===== config.mk =====
export PLATFORM = sky130hd
export DESIGN_NAME = spram_ctrl_flat
export DESIGN_NICKNAME = d
export VERILOG_FILES = /design/src/rtl/spram_ctrl_pkg.sv /design/src/rtl/spram_ctrl_if.sv /design/src/rtl/spram_ctrl.sv /design/src/flat_wrapper.sv
export SDC_FILE = /design/constraint.sdc
export NUM_CORES = 1
export LEC_CHECK = 0
export BUFFER_PORTS_ARGS = -buffer_cell sky130_fd_sc_hd__buf_2
export CORE_ASPECT_RATIO = 0.8
export CORE_MARGIN = 2
export CORE_UTILIZATION = 45
export DETAILED_ROUTE_END_ITERATION = 6
export GPL_TIMING_DRIVEN = 0
export PLACE_DENSITY = 0.71
export SYNTH_ARGS = -nofsm -noshare
export SYNTH_HDL_FRONTEND = slang
export SYNTH_SLANG_ARGS = --single-unit

===== constraint.sdc =====
create_clock -name CLK -period 2 [get_ports CLK]
set_input_delay 0.3 -clock CLK [delete_from_list [all_inputs] [get_ports CLK]]
set_output_delay 0.3 -clock CLK [all_outputs]
set_load 0.01 [all_outputs]

===== src/rtl/spram_ctrl_pkg.sv =====
// spram_ctrl_pkg: shared sizes and FSM state encoding for the single-port RAM controller.
// Rev 1.0
`default_nettype none

package spram_ctrl_pkg;

    localparam int RAM_DEPTH = 256;
    localparam int ADR_W     = 8;
    localparam int DATA_W    = 8;

    typedef enum logic [2:0] {
        INIT   = 3'd0,
        IDLE   = 3'd1,
        WR_ACC = 3'd2,
        RD_ACC = 3'd3,
        RD_CAP = 3'd4,
        CLR    = 3'd5
    } state_t;

endpackage

`default_nettype wire


===== src/rtl/spram_ctrl_if.sv =====
// spram_ctrl_if: user-side request/response, zero-fill and status signals of spram_ctrl.
// Rev 1.0
`default_nettype none

interface spram_ctrl_if;
    import spram_ctrl_pkg::*;

    logic              req_valid;
    logic              req_ready;
    logic              req_we;
    logic [ADR_W-1:0]  req_adr;
    logic [DATA_W-1:0] req_wdata;
    logic              rsp_valid;
    logic [DATA_W-1:0] rsp_rdata;
    logic              clr_start;
    logic              clr_busy;
    logic              clr_done;
    logic              init_done;

    modport master (
        output req_valid, req_we, req_adr, req_wdata, clr_start,
        input  req_ready, rsp_valid, rsp_rdata, clr_busy, clr_done, init_done
    );

    modport slave (
        input  req_valid, req_we, req_adr, req_wdata, clr_start,
        output req_ready, rsp_valid, rsp_rdata, clr_busy, clr_done, init_done
    );

endinterface

`default_nettype wire


===== src/rtl/spram_ctrl.sv =====
// spram_ctrl: single-port RAM controller with power-up quiet period, 2/3-cycle accesses and zero-fill.
// Rev 1.0
`default_nettype none

module spram_ctrl
    import spram_ctrl_pkg::*;
#(
    parameter int unsigned INIT_CYCLES = 100
) (
    input  wire                CLK,
    input  wire                RN,
    spram_ctrl_if.slave        bus,
    output logic               ram_ENB,
    output logic               ram_WEB,
    output logic               ram_OEB,
    output logic [ADR_W-1:0]   ram_ADR,
    output logic [DATA_W-1:0]  ram_D,
    input  wire  [DATA_W-1:0]  ram_Q
);

    // One counter times INIT and walks the fill addresses, so it must cover both ranges.
    localparam int CNT_W = ($clog2(INIT_CYCLES) > ADR_W) ? $clog2(INIT_CYCLES) : ADR_W;
    localparam logic [CNT_W-1:0] INIT_LAST = CNT_W'(INIT_CYCLES - 1);
    localparam logic [CNT_W-1:0] CLR_LAST  = CNT_W'(RAM_DEPTH - 1);

    state_t            state_q;
    logic [CNT_W-1:0]  cnt_q;
    logic [CNT_W-1:0]  cnt_d;
    logic              req_ready_q;
    logic              rsp_valid_q;
    logic [DATA_W-1:0] rsp_rdata_q;
    logic              clr_busy_q;
    logic              clr_done_q;
    logic              init_done_q;
    logic              ram_enb_q;
    logic              ram_web_q;
    logic              ram_oeb_q;
    logic [ADR_W-1:0]  ram_adr_q;
    logic [DATA_W-1:0] ram_d_q;

    assign cnt_d = cnt_q + 1'b1;

    always_ff @(posedge CLK or negedge RN) begin
        if (!RN) begin
            state_q     <= INIT;
            cnt_q       <= '0;
            req_ready_q <= 1'b0;
            rsp_valid_q <= 1'b0;
            rsp_rdata_q <= '0;
            clr_busy_q  <= 1'b0;
            clr_done_q  <= 1'b0;
            init_done_q <= 1'b0;
            ram_enb_q   <= 1'b1;
            ram_web_q   <= 1'b1;
            ram_oeb_q   <= 1'b1;
            ram_adr_q   <= '0;
            ram_d_q     <= '0;
        end else begin
            rsp_valid_q <= 1'b0;
            clr_done_q  <= 1'b0;
            case (state_q)
                INIT: begin
                    if (cnt_q == INIT_LAST) begin
                        cnt_q       <= '0;
                        init_done_q <= 1'b1;
                        req_ready_q <= 1'b1;
                        state_q     <= IDLE;
                    end else begin
                        cnt_q <= cnt_d;
                    end
                end
                IDLE: begin
                    // A zero-fill request wins over a simultaneous access request.
                    if (bus.clr_start) begin
                        cnt_q       <= '0;
                        req_ready_q <= 1'b0;
                        clr_busy_q  <= 1'b1;
                        ram_enb_q   <= 1'b0;
                        ram_web_q   <= 1'b0;
                        ram_adr_q   <= '0;
                        ram_d_q     <= '0;
                        state_q     <= CLR;
                    end else if (bus.req_valid) begin
                        req_ready_q <= 1'b0;
                        ram_enb_q   <= 1'b0;
                        ram_adr_q   <= bus.req_adr;
                        if (bus.req_we) begin
                            ram_web_q <= 1'b0;
                            ram_d_q   <= bus.req_wdata;
                            state_q   <= WR_ACC;
                        end else begin
                            ram_oeb_q <= 1'b0;
                            state_q   <= RD_ACC;
                        end
                    end
                end
                WR_ACC: begin
                    ram_enb_q   <= 1'b1;
                    ram_web_q   <= 1'b1;
                    req_ready_q <= 1'b1;
                    state_q     <= IDLE;
                end
                RD_ACC: begin
                    ram_enb_q <= 1'b1;
                    state_q   <= RD_CAP;
                end
                RD_CAP: begin
                    rsp_rdata_q <= ram_Q;
                    rsp_valid_q <= 1'b1;
                    ram_oeb_q   <= 1'b1;
                    req_ready_q <= 1'b1;
                    state_q     <= IDLE;
                end
                CLR: begin
                    if (cnt_q == CLR_LAST) begin
                        ram_enb_q   <= 1'b1;
                        ram_web_q   <= 1'b1;
                        clr_busy_q  <= 1'b0;
                        clr_done_q  <= 1'b1;
                        req_ready_q <= 1'b1;
                        state_q     <= IDLE;
                    end else begin
                        cnt_q     <= cnt_d;
                        ram_adr_q <= cnt_d[ADR_W-1:0];
                    end
                end
                default: state_q <= INIT;
            endcase
        end
    end

    assign bus.req_ready = req_ready_q;
    assign bus.rsp_valid = rsp_valid_q;
    assign bus.rsp_rdata = rsp_rdata_q;
    assign bus.clr_busy  = clr_busy_q;
    assign bus.clr_done  = clr_done_q;
    assign bus.init_done = init_done_q;
    assign ram_ENB       = ram_enb_q;
    assign ram_WEB       = ram_web_q;
    assign ram_OEB       = ram_oeb_q;
    assign ram_ADR       = ram_adr_q;
    assign ram_D         = ram_d_q;

endmodule

`default_nettype wire


===== src/flat_wrapper.sv =====
// flat-port wrapper written by rule: the top's interface ports become plain ports
module spram_ctrl_flat import spram_ctrl_pkg::*;
#(
    parameter int unsigned INIT_CYCLES = 100
)
  (CLK, RN, ram_ENB, ram_WEB, ram_OEB, ram_ADR, ram_D, ram_Q, bus_req_valid, bus_req_we, bus_req_adr, bus_req_wdata, bus_clr_start, bus_req_ready, bus_rsp_valid, bus_rsp_rdata, bus_clr_busy, bus_clr_done, bus_init_done);
  spram_ctrl_if bus_i ();
  input  wire CLK;
  input  wire RN;
  output logic ram_ENB;
  output logic ram_WEB;
  output logic ram_OEB;
  output logic [ADR_W-1:0] ram_ADR;
  output logic [DATA_W-1:0] ram_D;
  input  wire  [DATA_W-1:0] ram_Q;
  input wire logic [$bits(bus_i.req_valid)-1:0] bus_req_valid;
  input wire logic [$bits(bus_i.req_we)-1:0] bus_req_we;
  input wire logic [$bits(bus_i.req_adr)-1:0] bus_req_adr;
  input wire logic [$bits(bus_i.req_wdata)-1:0] bus_req_wdata;
  input wire logic [$bits(bus_i.clr_start)-1:0] bus_clr_start;
  output wire logic [$bits(bus_i.req_ready)-1:0] bus_req_ready;
  output wire logic [$bits(bus_i.rsp_valid)-1:0] bus_rsp_valid;
  output wire logic [$bits(bus_i.rsp_rdata)-1:0] bus_rsp_rdata;
  output wire logic [$bits(bus_i.clr_busy)-1:0] bus_clr_busy;
  output wire logic [$bits(bus_i.clr_done)-1:0] bus_clr_done;
  output wire logic [$bits(bus_i.init_done)-1:0] bus_init_done;
  assign bus_i.req_valid = bus_req_valid;
  assign bus_i.req_we = bus_req_we;
  assign bus_i.req_adr = bus_req_adr;
  assign bus_i.req_wdata = bus_req_wdata;
  assign bus_i.clr_start = bus_clr_start;
  assign bus_req_ready = bus_i.req_ready;
  assign bus_rsp_valid = bus_i.rsp_valid;
  assign bus_rsp_rdata = bus_i.rsp_rdata;
  assign bus_clr_busy = bus_i.clr_busy;
  assign bus_clr_done = bus_i.clr_done;
  assign bus_init_done = bus_i.init_done;
  spram_ctrl #(.INIT_CYCLES(INIT_CYCLES)) u_core (.CLK(CLK), .RN(RN), .bus(bus_i), .ram_ENB(ram_ENB), .ram_WEB(ram_WEB), .ram_OEB(ram_OEB), .ram_ADR(ram_ADR), .ram_D(ram_D), .ram_Q(ram_Q));
endmodule

==> qor.yml <==
synth_nets: 233
finalNonFillerCells: 333
finalMaxSlewViolations: 0
gr-total-overflow: 0
synth.distinct_cells: 55
synth_compound_area_frac: 0.176
fill_cells: 406
min_path_type: "primary input to async pin"
grt_pass1_vias: 1675
fin_hold_ws_ps: 139
antenna_cells: 0
grt_max_degree: 44
cts_tree: "yes"
remaining_drc_errors: 0
fin_nets: 302
muxShareOfSynthArea: 0.0838
synth_edf_count: 0
worstPathRequired_ps: 2170
critical_path.max_stage_delay_ps: 460
async_flop_share: 1.00
synth_top_family_by_area: "simple AND/OR/NAND/NOR gates"
syn_area_per_cell_um2: 10.6
dpl_cell_area_um2: 2520
r2r_slack_ps: 100
via_count: 1798
synthAdderAreaFrac: 0.00582
synth_seq_area_share: 0.502
start_kind: "flip-flop"
synth_top_area_share: 0.466
h-tree-depth: 2
grt_pass1_wl_mm: 7.84
core-area_um2: 4600
clk_pin_slew_ps: 80
slowest_stage: "dfrtp_1"
worstPathArrival_ps: 2070
clock_latency_ps: 290
ctsHoldBuffers: 0
r2r_end: "u_core.cnt_q[7]"
status: "finished clean"
io_pins: 61
grt.total_usage: 0.190
synth_xor_area_frac: 0.00815
grt_antenna_before_repair: 0
place_congestion: 0.859
die_h_um: 65.8
design.die.area_um2: 5350
syn_area_um2: 2150
yosys_warnings: 0
final_layout_size_suffix_gt1_frac: 0.399
skew_ps: 6.86
ant_nets: 0
dpl.hpwl_mm: 3.39
tightest_slew_ps: 961
io_buffers: 60
root_buffer: "clkbuf_8"
routed_wirelength_mm: 4.65
p_leak_uw: 0.00130
path_depth: 6
slew_headroom: 0.359
drtIter0Drc: 149
area_growth_pct: 25.3
ys_top_cells_by_area: "dfrtp_1 (47%), mux2_2 (6.8%), nand2_1 (4.0%)"
syn_inst: 203
crit_type: "flip-flop to flip-flop"
clock_path_buffers: 2
fin_area_um2: 2690
reg2reg_from: "u_core.cnt_q[0]"
maxCapViolCount: 0
finalWorstPathRequiredPeriod_ps: 1900
yosysTopAreaCell: "dfrtp_1"
finalHoldViolCount: 0
power_uw: 3090
wire_per_inst_um: 14.0
path_max_fanout: 8
die_x_um: 81.3
cts.sinks: 43
reg2regPathDepth: 6
synth_most_common_cell: "dfrtp_1"
place_inst: 323
power_per_cell_area_nw_per_um2: 1150
min_period_over_period: 0.948
cts_made_buffers: 5
crit_path_end_kind: "flip-flop"
start_util: 0.468
synth-seq-cells: 43
crit_family: "flip-flops"
synth.top_cells.by_count: "dfrtp_1 (40), nand2_1 (23), nand3_1 (16)"
vdd_drop_max_v: 0.000579
cp_cell_sequence: "ha_2 -> nand4_1 -> o21ai_4 -> and2_1 -> buf_4 -> mux2_2"
multi_input_area_um2: 1020
synth_top_flop_cell: "dfrtp_1"
path_buf_inv: 1
final-setup-viol-count: 0
drtPass1Iterations: 4
yosys.area_share.simple: 0.193
max_freq_ghz: 0.528
rows: 22
seqCellArea_um2: 1080
viasPerCell: 5.40
==> routing by layer <==
layer	global-route usage	part of all wire	vias to the layer above
met5	0	0	-
met4	0.0318	0.0041	0
met3	0.0369	0.048	2
met2	0.288	0.44	40
met1	0.286	0.51	869
li1	-	-	887
==> how the worst max path moves through the flow <==
stage	start	endpoint	slack, ps
after floorplan	u_core.cnt_q[0]	u_core.cnt_q[7]	180
after global placement	u_core.cnt_q[0]	u_core.cnt_q[7]	-100
after detailed placement	u_core.cnt_q[0]	u_core.cnt_q[7]	-120
after CTS	u_core.cnt_q[0]	u_core.cnt_q[7]	20
after global routing	u_core.cnt_q[0]	u_core.cnt_q[7]	-4
final	u_core.cnt_q[0]	u_core.cnt_q[7]	100
==> registers in the layout (all words and copies together) (netlist names), 3 cells and up <==
name / count
u_core.ram_D: 8
u_core.bus.rsp_rdata: 8
u_core.cnt_q: 8
u_core.state_q: 3
u_core.ram_ADR: 8
==> kinds of logic (layout without fill, tap and decap cells) <==
group | Yosys count | after routing
compound gates | 53 | 53
xor+xnor | 2 | 2
fa+ha+maj | 1 | 1
buf+inv | 12 | 82
flops | 43 | 43
mux | 16 | 16
simple gates | 76 | 76
==> repair_timing <==
item	4_1_cts	5_1_grt
pin swaps	2	0
cloned	0	0
setup endpoints to repair	7	9
gates resized for setup	2	2
buffers inserted	1	1
==> placed cells by master, fill, tap and decap left out, types with 6 or more instances in the layout <==
master and n:
nand3_1 16, nor2_1 7, nor3_1 6, mux2_2 13, dfrtp_1 40, buf_2 61, a21oi_1 14, nand2_1 22
o21ai_0 9
==> report_power, final <==
group	switching, uW	internal [uW]	total, uW	leakage, uW
Sequential	212	1160	1370	0.000533
Combinational	468	464	933	0.000706
Clock	291	498	789	0.0000644
Total	971	2120	3090	0.00130
==> stage by stage <==
step                worst slack, ps  setup TNS [ps]   util
finish                          104               0  0.586
global route                  -3.67           -3.67  0.586
CTS                            23.9               0  0.582
detailed placement             -119            -419  0.549
global placement              -98.6            -418  0.549
floorplan                       177               0      -
==> area by class of cell <==
type	instances	share of cell area
clock inverters	3	0.0251
repair buffers	62	0.117
multi-input cells	148	0.379
flip-flops and latches	43	0.401
plain buffers	9	0.0200
well taps	60	0.0279
clock buffers	5	0.0256
inverters	3	0.00418
Power figures use the tool's default switching activity.
